$ cat config.mk
export PLATFORM = sky130hd
export DESIGN_NAME = fir_axil_cfg
export DESIGN_NICKNAME = d
export VERILOG_FILES = /design/src/rtl/fir_cfg_pkg.sv /design/src/rtl/fir_axil_cfg.sv
export SDC_FILE = /design/constraint.sdc
export NUM_CORES = 1
export LEC_CHECK = 0
export BUFFER_PORTS_ARGS = -buffer_cell sky130_fd_sc_hd__buf_2
export CAP_MARGIN = 20
export CORE_AREA = 2 2 89 176
export DETAILED_ROUTE_END_ITERATION = 10
export DIE_AREA = 0 0 91 178
export PLACE_DENSITY = 0.83
export SKIP_CTS_REPAIR_TIMING = 1
export SYNTH_ARGS = -nofsm -noshare
export SYNTH_HDL_FRONTEND = slang
export SYNTH_SLANG_ARGS = --single-unit
$ cat constraint.sdc
create_clock -name aclk -period 3.93 [get_ports aclk]
set_clock_uncertainty 0.1 [all_clocks]
set_input_delay 0.9825 -clock aclk [delete_from_list [all_inputs] [get_ports aclk]]
set_output_delay 0.9825 -clock aclk [all_outputs]
set_load 0.01 [all_outputs]
$ cat src/rtl/fir_cfg_pkg.sv
// Shared definitions for the FIR AXI4-Lite configuration block: region codes,
// ap_ctrl layout, FSM states and the ap_ctrl reset value.
package fir_cfg_pkg;

  localparam int unsigned REGION_W = 4;

  localparam logic [REGION_W-1:0] REG_CTRL   = 4'h0;
  localparam logic [REGION_W-1:0] REG_TAPNUM = 4'h1;
  localparam logic [REGION_W-1:0] REG_DLEN   = 4'h2;
  localparam logic [REGION_W-1:0] REG_TAP    = 4'h3;

  localparam int unsigned CTRL_START_BIT = 0;
  localparam int unsigned CTRL_DONE_BIT  = 1;
  localparam int unsigned CTRL_IDLE_BIT  = 2;

  typedef struct packed {
    logic idle;
    logic done;
    logic start;
  } ap_ctrl_t;

  localparam ap_ctrl_t AP_CTRL_RST = '{idle: 1'b1, done: 1'b0, start: 1'b0};

  typedef enum logic [2:0] {
    ST_IDLE    = 3'd0,
    ST_WR_ACK  = 3'd1,
    ST_RD_ADDR = 3'd2,
    ST_RD_WAIT = 3'd3,
    ST_RD_DATA = 3'd4
  } cfg_state_e;

endpackage

$ cat src/rtl/fir_axil_cfg.sv
// AXI4-Lite responder and config registers for the FIR core; owns the tap RAM
// port while idle. Optional tap index bounds check: FIR_CFG_BOUNDS_CHECK_EN.
module fir_axil_cfg
  import fir_cfg_pkg::*;
#(
  parameter int unsigned pADDR_WIDTH   = 32,
  parameter int unsigned pDATA_WIDTH   = 32,
  parameter int unsigned TAP_NUM       = 11,
  parameter int unsigned TAP_NUM_WIDTH = 10
) (
  input  logic                       aclk,
  input  logic                       aresetn,
  input  logic                       in_s_awvalid,
  input  logic [pADDR_WIDTH-1:0]     in_s_awaddr,
  output logic                       out_s_awready,
  input  logic                       in_s_wvalid,
  input  logic [pDATA_WIDTH-1:0]     in_s_wdata,
  output logic                       out_s_wready,
  input  logic                       in_s_arvalid,
  input  logic [pADDR_WIDTH-1:0]     in_s_araddr,
  output logic                       out_s_arready,
  output logic                       out_s_rvalid,
  output logic [pDATA_WIDTH-1:0]     out_s_rdata,
  input  logic                       in_s_rready,
  output logic [pDATA_WIDTH/8-1:0]   out_tap_WE,
  output logic                       out_tap_EN,
  output logic [pDATA_WIDTH-1:0]     out_tap_Di,
  output logic [TAP_NUM_WIDTH-1:0]   out_tap_A,
  input  logic [pDATA_WIDTH-1:0]     in_tap_Do,
  input  logic                       in_core_tap_EN,
  input  logic [TAP_NUM_WIDTH-1:0]   in_core_tap_A,
  input  logic                       in_core_done,
  output logic                       out_ap_start,
  output logic [pDATA_WIDTH-1:0]     out_tap_num,
  output logic [pDATA_WIDTH-1:0]     out_data_length
);

  localparam int unsigned WE_W = pDATA_WIDTH / 8;

  cfg_state_e state_q, state_d;

  logic [REGION_W-1:0]      aw_region, ar_region, region_q;
  logic [TAP_NUM_WIDTH-1:0] aw_idx, ar_idx;
  logic                     aw_in_bounds, ar_in_bounds;
  logic                     aw_tap_ok, ar_tap_ok;
  logic [pDATA_WIDTH-1:0]   wdata_q;
  logic                     tap_rd_ok_q;
  ap_ctrl_t                 ctrl_q;
  logic [pDATA_WIDTH-1:0]   tap_num_q, data_length_q;
  logic [pDATA_WIDTH-1:0]   reg_rdata;

  logic                     awready_d, wready_d, arready_d, rvalid_d;
  logic                     host_en_d, host_en_q;
  logic [WE_W-1:0]          host_we_d, host_we_q;
  logic [TAP_NUM_WIDTH-1:0] host_a_d, host_a_q;
  logic [pDATA_WIDTH-1:0]   host_di_d, host_di_q;

  logic                     wr_commit, rd_done, start_req;

  // Address fields: region in the top nibble, tap word index in the low bits
  assign aw_region = in_s_awaddr[pADDR_WIDTH-1 -: REGION_W];
  assign ar_region = in_s_araddr[pADDR_WIDTH-1 -: REGION_W];
  assign aw_idx    = in_s_awaddr[TAP_NUM_WIDTH-1:0];
  assign ar_idx    = in_s_araddr[TAP_NUM_WIDTH-1:0];

  logic unused_addr_bits;
  assign unused_addr_bits = ^{in_s_awaddr[pADDR_WIDTH-REGION_W-1:TAP_NUM_WIDTH],
                              in_s_araddr[pADDR_WIDTH-REGION_W-1:TAP_NUM_WIDTH]};

`ifdef FIR_CFG_BOUNDS_CHECK_EN
  assign aw_in_bounds = (32'(aw_idx) < 32'(TAP_NUM)) && (pDATA_WIDTH'(aw_idx) < tap_num_q);
  assign ar_in_bounds = (32'(ar_idx) < 32'(TAP_NUM)) && (pDATA_WIDTH'(ar_idx) < tap_num_q);
`else
  localparam int unsigned TAP_DEPTH_UNUSED = TAP_NUM;
  assign aw_in_bounds = 1'b1;
  assign ar_in_bounds = 1'b1;
`endif

  // Host may touch the tap RAM only while the core is idle
  assign aw_tap_ok = (aw_region == REG_TAP) && ctrl_q.idle && aw_in_bounds;
  assign ar_tap_ok = (ar_region == REG_TAP) && ctrl_q.idle && ar_in_bounds;

  assign wr_commit = (state_q == ST_WR_ACK);
  assign rd_done   = (state_q == ST_RD_DATA) && in_s_rready;
  assign start_req = wr_commit && (region_q == REG_CTRL) && wdata_q[CTRL_START_BIT] && ctrl_q.idle;

  // State register
  always_ff @(posedge aclk or negedge aresetn) begin
    if (!aresetn) state_q <= ST_IDLE;
    else          state_q <= state_d;
  end

  // Next-state logic; a write beats a simultaneous read
  always_comb begin
    state_d = state_q;
    unique case (state_q)
      ST_IDLE: begin
        if (in_s_awvalid && in_s_wvalid) state_d = ST_WR_ACK;
        else if (in_s_arvalid)           state_d = ST_RD_ADDR;
      end
      ST_WR_ACK:  state_d = ST_IDLE;
      ST_RD_ADDR: state_d = (region_q == REG_TAP) ? ST_RD_WAIT : ST_RD_DATA;
      ST_RD_WAIT: state_d = ST_RD_DATA;
      ST_RD_DATA: if (in_s_rready) state_d = ST_IDLE;
      default:    state_d = ST_IDLE;
    endcase
  end

  // Output logic: next values of the registered handshake and host tap port
  always_comb begin
    awready_d = (state_d == ST_WR_ACK);
    wready_d  = (state_d == ST_WR_ACK);
    arready_d = (state_d == ST_RD_ADDR);
    rvalid_d  = (state_d == ST_RD_DATA);
    host_en_d = 1'b0;
    host_we_d = '0;
    host_a_d  = host_a_q;
    host_di_d = host_di_q;
    if (state_q == ST_IDLE && state_d == ST_WR_ACK && aw_tap_ok) begin
      host_en_d = 1'b1;
      host_we_d = '1;
      host_a_d  = aw_idx;
      host_di_d = in_s_wdata;
    end else if (state_q == ST_IDLE && state_d == ST_RD_ADDR && ar_tap_ok) begin
      host_en_d = 1'b1;
      host_a_d  = ar_idx;
    end
  end

  // Handshake outputs, host tap port and captured request
  always_ff @(posedge aclk or negedge aresetn) begin
    if (!aresetn) begin
      out_s_awready <= 1'b0;
      out_s_wready  <= 1'b0;
      out_s_arready <= 1'b0;
      out_s_rvalid  <= 1'b0;
      host_en_q     <= 1'b0;
      host_we_q     <= '0;
      host_a_q      <= '0;
      host_di_q     <= '0;
      region_q      <= '0;
      wdata_q       <= '0;
      tap_rd_ok_q   <= 1'b0;
    end else begin
      out_s_awready <= awready_d;
      out_s_wready  <= wready_d;
      out_s_arready <= arready_d;
      out_s_rvalid  <= rvalid_d;
      host_en_q     <= host_en_d;
      host_we_q     <= host_we_d;
      host_a_q      <= host_a_d;
      host_di_q     <= host_di_d;
      if (state_q == ST_IDLE) begin
        if (state_d == ST_WR_ACK) begin
          region_q <= aw_region;
          wdata_q  <= in_s_wdata;
        end else if (state_d == ST_RD_ADDR) begin
          region_q    <= ar_region;
          tap_rd_ok_q <= ar_tap_ok;
        end
      end
    end
  end

  // Register read mux
  always_comb begin
    reg_rdata = '0;
    case (region_q)
      REG_CTRL: begin
        reg_rdata[CTRL_START_BIT] = ctrl_q.start;
        reg_rdata[CTRL_DONE_BIT]  = ctrl_q.done;
        reg_rdata[CTRL_IDLE_BIT]  = ctrl_q.idle;
      end
      REG_TAPNUM: reg_rdata = tap_num_q;
      REG_DLEN:   reg_rdata = data_length_q;
      default:    reg_rdata = '0;
    endcase
  end

  // Read data: registers load straight from RD_ADDR, taps after the RAM wait
  always_ff @(posedge aclk or negedge aresetn) begin
    if (!aresetn) begin
      out_s_rdata <= '0;
    end else if (state_q == ST_RD_ADDR && state_d == ST_RD_DATA) begin
      out_s_rdata <= reg_rdata;
    end else if (state_q == ST_RD_WAIT) begin
      out_s_rdata <= tap_rd_ok_q ? in_tap_Do : '0;
    end
  end

  // Config registers and ap_ctrl; core_done wins over a same-cycle start
  always_ff @(posedge aclk or negedge aresetn) begin
    if (!aresetn) begin
      tap_num_q     <= '0;
      data_length_q <= '0;
      ctrl_q        <= AP_CTRL_RST;
      out_ap_start  <= 1'b0;
    end else begin
      out_ap_start <= 1'b0;
      ctrl_q.start <= 1'b0;
      if (wr_commit && ctrl_q.idle) begin
        if (region_q == REG_TAPNUM) tap_num_q     <= wdata_q;
        if (region_q == REG_DLEN)   data_length_q <= wdata_q;
      end
      if (rd_done && region_q == REG_CTRL) ctrl_q.done <= 1'b0;
      if (in_core_done) begin
        ctrl_q.done <= 1'b1;
        ctrl_q.idle <= 1'b1;
      end else if (start_req) begin
        ctrl_q.start <= 1'b1;
        ctrl_q.idle  <= 1'b0;
        ctrl_q.done  <= 1'b0;
        out_ap_start <= 1'b1;
      end
    end
  end

  // Tap RAM port: host while idle, core while running
  always_comb begin
    if (ctrl_q.idle) begin
      out_tap_EN = host_en_q;
      out_tap_WE = host_we_q;
      out_tap_A  = host_a_q;
    end else begin
      out_tap_EN = in_core_tap_EN;
      out_tap_WE = '0;
      out_tap_A  = in_core_tap_A;
    end
  end

  assign out_tap_Di      = host_di_q;
  assign out_tap_num     = tap_num_q;
  assign out_data_length = data_length_q;

endmodule

==> results.json, run 1 <==
{
  "final-setup-viol-count": 0,
  "drv_cap": 0,
  "synth_edf_count": 0,
  "critical_path.cell_chain": "mux2_2, buf_2",
  "crit_slowest_cell": "dfstp_2",
  "gr-total-overflow": 0,
  "path_class": "flip-flop to output pin",
  "path_clk_slew_ns": 0.07,
  "cp_data_arrival_time_ns": 1.74,
  "worstReg2RegEnd": "out_tap_num[4]",
  "outcome": "finished, final reports clean",
  "cp_top_family": "flip-flops",
  "port_buffers": 257,
  "syn_inst": 621,
  "rsz0062_at_grt": "no",
  "synth_area_mm2": 0.00769,
  "hp-class": "input pin to asynchronous set/reset pin",
  "clock-sinks": 186,
  "drc_errors": 0,
  "slew_violations": 0,
  "dr.pass1.iters": 4,
  "ant_nets": 0,
  "initial_core_util": 0.519,
  "gp_congestion": 0.793,
  "ys.flop_type": "dfrtp_1",
  "placed_cell_area_mm2": 0.00920,
  "critPathCaptureType": "output pin",
  "ys_top_cells_by_area": "dfrtp_1 (60%), mux2_2 (16%), nand2_1 (5.6%)",
  "power.density_mw_per_mm2": 689,
  "cts_buffer_depth": 2,
  "cp_max_fo": 17,
  "stdcell_count": 1077,
  "cts_root_buf": "clkbuf_16",
  "hpwl_um": 14100,
  "grt_pass1_vias": 6049,
  "dp_slack_ns": 1.08,
  "row_count": 63,
  "die_h_um": 178,
  "reg2reg_from": "ctrl_q[2]",
  "slew_headroom": 0.431,
  "synth_top_area_cell": "dfrtp_1",
  "syn_area_per_cell_um2": 12.4,
  "synth_seq_area_share": 0.605,
  "final_util": 0.658,
  "fp.coreArea_mm2": 0.0148,
  "ys_warn_count": 0,
  "finalWorstSetupSlack_ns": 1.10,
  "avgRoutedWirePerCell_um": 18.8,
  "leakagePower_nw": 5.42,
  "hold_violations": 0,
  "design_area_mm2": 0.00975,
  "vias": 5898,
  "clkLatencyLatePin_ns": 0.43,
  "cp-start-kind": "flip-flop",
  "syn2layout_area_growth_pct": 26.7,
  "placed_cells": 1044,
  "vdd_drop_max_mv": 0.446,
  "slowest_delay_ns": 0.79,
  "grt_pass1_wl_um": 31800,
  "r2r_cells": 4,
  "fin_setup_tns_ns": 0,
  "cts_tree": "built",
  "reg2reg_slack_ns": 1.19,
  "viasPerCell": 5.48,
  "drive_above_1_share": 0.476,
  "async_reset_ff_frac": 1.00,
  "min_period_ns": 2.83,
  "synth_fp_nets": 767,
  "h-tree-depth": 4,
  "synth.top_cell.area_share": 0.602,
  "tightest_slew_ns": 0.853,
  "crit_buf_inv": 1,
  "io_pins": 294,
  "die_area_mm2": 0.0162,
  "drt-initial-drc-count": 172,
  "antenna_found_initial": 1,
  "drt-total-wl_um": 20200,
  "min_period_over_period": 0.719,
  "grt_max_degree": 117,
  "fillCellCount": 1190,
  "synth-seq-cells": 186,
  "cts_buffers": 17,
  "final_nets": 1014,
  "fmax_mhz": 354,
  "grt_usage": 0.254,
  "cp.required_ns": 2.85,
  "synth.distinct_cells": 32,
  "die_w_um": 91
}
==> placed cells by master, fill, tap and decap left out, drive strengths merged, types with 2 or more instances in the layout <==
cell type  count
nand2        115
buf          269
dfrtp        185
or3            2
a21oi         11
a2bb2oi        3
clkinvlp       2
and4b          2
o21ai          6
nand4          2
mux2i         20
inv           11
nand2b         2
nor4b          2
a221o         29
mux2         110
clkbuf        19
a22oi         29
nor2          44
nor2b          2
clkinv         5
==> cells by family (layout without fill, tap and decap cells) <==
family / count (synthesis) / count (layout) / share of synthesized area
AO/OA/AOI/OAI: 79 / 79 / 0.0815
buffers and inverters: 46 / 306 / 0.0263
flip-flops: 186 / 186 / 0.605
multiplexers: 130 / 130 / 0.187
other: 0 / 1 / 0
AND/OR/NAND/NOR: 180 / 180 / 0.100
==> Yosys cell counts (2+ instances only) <==
master     number
dfrtp_1       185
nand2_1       115
mux2_2        110
nor2_1         44
a221o_1        29
a22oi_1        29
clkbuf_1       20
mux2i_1        20
buf_2          12
a21oi_1        11
buf_1           6
o21ai_0         6
buf_4           4
inv_1           4
a2bb2oi_1       3
and4b_1         2
nand2b_1        2
nand4_1         2
nor2b_1         2
nor4b_2         2
or3_1           2
==> metrics by stage <==
stage | total power [mW] | hold slack (ns)
after floorplan | 4.17 | 0.360
after CTS | 6.77 | 0.258
after global placement | 5.04 | 0.374
final | 6.72 | 0.272
after detailed placement | 5.14 | 0.382
after global routing | 7.11 | 0.259
==> power by group <==
| group | leakage (nW) | switching (mW) | internal [mW] |
|---|---|---|---|
| Sequential | 2.46 | 0.499 | 2.57 |
| Clock | 0.272 | 0.777 | 0.844 |
| Combinational | 2.69 | 1.08 | 0.955 |
==> worst register-to-register path: stages (launching register included) <==
cell	delay (ns)
dfstp_2	0.79
nor4bb_1	0.61
nand2_2	0.44
buf_4	0.38
mux2_2	0.31
==> final cells by class <==
type,instances,area [µm²],area share
Sequential cell,186,4660,0.477
Multi-Input combinational cell,389,2860,0.294
Timing Repair Buffer,270,1420,0.145
Clock buffer,18,439,0.0450
Tap cell,195,244,0.0250
Clock inverter,14,114,0.0117
Inverter,4,15.0,0.00154
Antenna cell,1,2.50,0.000257
==> sequential cells by signal (all words and copies together), names as in the netlist <==
register,cells
out_data_length,32
out_s_wready,1
region_q,4
tap_rd_ok_q,1
host_a_q,10
host_we_q,1
out_tap_num,32
out_s_arready,1
host_en_q,1
out_s_rvalid,1
out_s_rdata,32
ctrl_q,3
state_q,3
wdata_q,32
out_tap_Di,32
==> metal layers <==
layer	wire (µm)	global-route usage
met2	11200	0.465
met3	1130	0.0507
met1	7320	0.284
met5	0	0
met4	580	0.113
==> worst max-delay path by stage <==
stage / endpoint / cells after the start / start / slack, ns
after floorplan: out_tap_WE[1] / 4 / ctrl_q[2] / 1.46
after global placement: out_tap_Di[6] / 5 / in_s_awaddr[31] / 1.12
after detailed placement: out_tap_Di[8] / 5 / in_s_awaddr[31] / 1.08
after CTS: out_tap_EN / 2 / ctrl_q[2] / 1.06
after global routing: out_tap_num[4] / 4 / ctrl_q[2] / 0.97
final: out_tap_A[6] / 2 / ctrl_q[2] / 1.10
Power figures use the tool's default switching activity.
==> run 2: changes to the inputs <==
ABC_AREA = 1   (was not set)
CORE_AREA = 2 2 98 195   (was 2 2 89 176)
DIE_AREA = 0 0 100 197   (was 0 0 91 178)
PLACE_DENSITY = 0.75   (was 0.83)
clock period = 2.6 ns   (was 3.93 ns; I/O delays follow)
==> run 2 against run 1 <==
- design area grew 3.7%
- setup slack lost 0.95 ns
- area after synthesis grew 5.1%
- largest power group unchanged
- sequential power grew 50%
- largest cell class unchanged
- critical endpoint is now out_tap_A[3]
- register-to-register slack lost 0.65 ns
==> results.json, run 2 <==
{
  "cts_root_buf": "clkbuf_16",
  "ant_nets": 0,
  "synth-seq-cells": 186,
  "cp_data_arrival_time_ns": 1.70,
  "cts_buffer_depth": 2,
  "power.switching_mw": 3.99,
  "clkLatencyLatePin_ns": 0.42,
  "synth.top_cell.area_share": 0.573,
  "syn_inst": 972,
  "gp_congestion": 0.859,
  "rsz0062_at_grt": "no",
  "port_buffers": 257,
  "ys.flop_type": "dfrtp_1",
  "syn_area_per_cell_um2": 8.32,
  "synth_fp_nets": 1118,
  "fin_setup_tns_ns": 0,
  "synth_top_area_cell": "dfrtp_1",
  "drv_cap": 0,
  "slew_headroom": 0.601,
  "min_period_ns": 2.45,
  "total_power_mw": 10.6,
  "dr.pass1.iters": 5,
  "row_count": 70,
  "cp.required_ns": 1.85,
  "synth_area_mm2": 0.00808,
  "n_antenna_cell": 0,
  "placed_cells": 1407,
  "hold_violations": 0,
  "vias": 7069,
  "mostFrequentLayoutCell": "nand2_1",
  "r2r_cells": 6,
  "p_comb_frac": 0.324,
  "hpwl_um": 15700,
  "synth_commonest_cells": "nand2_1 (424), dfrtp_1 (185), o21ai_0 (108)",
  "initial_core_util": 0.444,
  "vdd_drop_max_mv": 0.472,
  "min_period_over_period": 0.943,
  "viasPerCell": 4.91,
  "path_clk_slew_ns": 0.07,
  "p_int_mw": 6.63,
  "reg2reg_slack_ns": 0.54,
  "seqPwrFrac": 0.432,
  "h-tree-depth": 4,
  "outcome": "finished, final reports clean",
  "drive_above_1_share": 0.265,
  "switching_share": 0.376,
  "path_class": "flip-flop to output pin",
  "final_util": 0.555,
  "cp-start-kind": "flip-flop",
  "drt-total-wl_um": 21300,
  "ys_top_cells_by_area": "dfrtp_1 (57%), nand2_1 (20%), o21ai_0 (6.7%)",
  "fp.coreArea_mm2": 0.0182,
  "clock-sinks": 186,
  "tightest_slew_ns": 0.597,
  "hp-class": "input pin to asynchronous set/reset pin",
  "synth.most_common_cell": "nand2_1",
  "finalWorstSetupSlack_ns": 0.149,
  "leakagePower_nw": 5.75,
  "final_cell_mix": "nand2_1 (424), buf_2 (256), dfrtp_1 (185)",
  "grt_usage": 0.219,
  "fillCellCount": 1718,
  "synth.distinct_cells": 25,
  "io_pins": 294,
  "cp_max_fo": 17,
  "fmax_mhz": 408,
  "grt_pass1_wl_um": 33700,
  "synth_edf_count": 0,
  "gr-total-overflow": 0,
  "worstReg2RegEnd": "host_a_q[2]",
  "grt_max_degree": 60,
  "avgRoutedWirePerCell_um": 14.8,
  "die_h_um": 197,
  "slew_violations": 0,
  "power.density_mw_per_mm2": 1050,
  "p_clk_frac": 0.244,
  "die_area_mm2": 0.0197,
  "antenna_found_initial": 0,
  "cts_buffers": 17,
  "drt-initial-drc-count": 283,
  "critPathCaptureType": "output pin",
  "reg2reg_from": "ctrl_q[2]",
  "async_reset_ff_frac": 1.00,
  "ys_warn_count": 0,
  "stdcell_count": 1441,
  "syn2layout_area_growth_pct": 25.1,
  "dp_slack_ns": 0.416,
  "drc_errors": 0,
  "grt_pass1_vias": 6791,
  "die_w_um": 100,
  "synth_seq_area_share": 0.576,
  "crit_start": "ctrl_q[2]",
  "final-setup-viol-count": 0,
  "final_nets": 1358,
  "cts_tree": "built"
}
run 2: changes by cell type in the layout (fill, tap and decap cells not counted), sizes merged, moves of 4 or more:
cell | before | now
a221o | 29 | 0
nand3 | 1 | 67
nand2 | 115 | 428
nor2 | 44 | 10
mux2i | 20 | 0
a21oi | 11 | 0
o21ai | 6 | 128
inv | 11 | 85
buf | 269 | 274
clkinvlp | 2 | 6
o21bai | 0 | 10
a22oi | 29 | 0
mux2 | 110 | 0
run 2: power groups by stage:
stage	registers (mW)	logic, mW	clock network (mW)
floorplan	4.86	1.78	0
global placement	4.61	3.37	0
detailed placement	4.63	3.45	0
CTS	4.59	3.47	2.65
global route	4.72	3.86	2.76
finish	4.59	3.44	2.59
run 2: worst max-delay path by stage:
| stage | to | slack [ns] | cells past startpoint |
|---|---|---|---|
| global route | out_tap_EN | 0.04 | 5 |
| floorplan | out_tap_WE[1] | 0.59 | 5 |
| CTS | out_tap_A[8] | -0.0003 | 4 |
| finish | out_tap_A[3] | 0.15 | 5 |
| detailed placement | host_a_q[8] | 0.42 | 8 |
| global placement | host_a_q[2] | 0.48 | 8 |
run 2: cell families after synthesis:
kind of cell           count (synthesis)  share of synthesized area
buffers and inverters                134                     0.0786
AOI/OAI and AO/OA                    138                     0.0885
DFF                                  186                      0.576
and+or+nand+nor                      514                      0.257
run 2: critical path: stages, from the launching register on:
cell and delay [ns]:
dfstp_4 0.75, clkinvlp_4 0.11, buf_4 0.18, nand2_1 0.07
nand2_1 0.04, buf_2 0.13
run 2: final cells by class:
type                    instances  area, µm²  area share
flip-flops and latches        186       4660       0.461
well taps                     216        270      0.0267
multi-input cells             652       2800       0.276
clock buffers                  17        425      0.0421
repair buffers                275       1490       0.148
clock inverters                15        165      0.0163
inverters                      80        307      0.0303
run 2: per-layer routing:
| layer | track usage | share of wire |
|---|---|---|
| met1 | 0.255 | 0.40 |
| met2 | 0.376 | 0.51 |
| met3 | 0.0369 | 0.045 |
| met4 | 0.123 | 0.049 |
| met5 | 0 | 0 |
run 2: through the flow:
step,hold slack [ns],cell area (µm²)
2_1_floorplan,0.254,8080
3_3_place_gp,0.349,9500
3_5_place_dp,0.354,9500
4_1_cts,0.00752,10100
5_1_grt,0.0117,10100
6_report,0.0188,10100
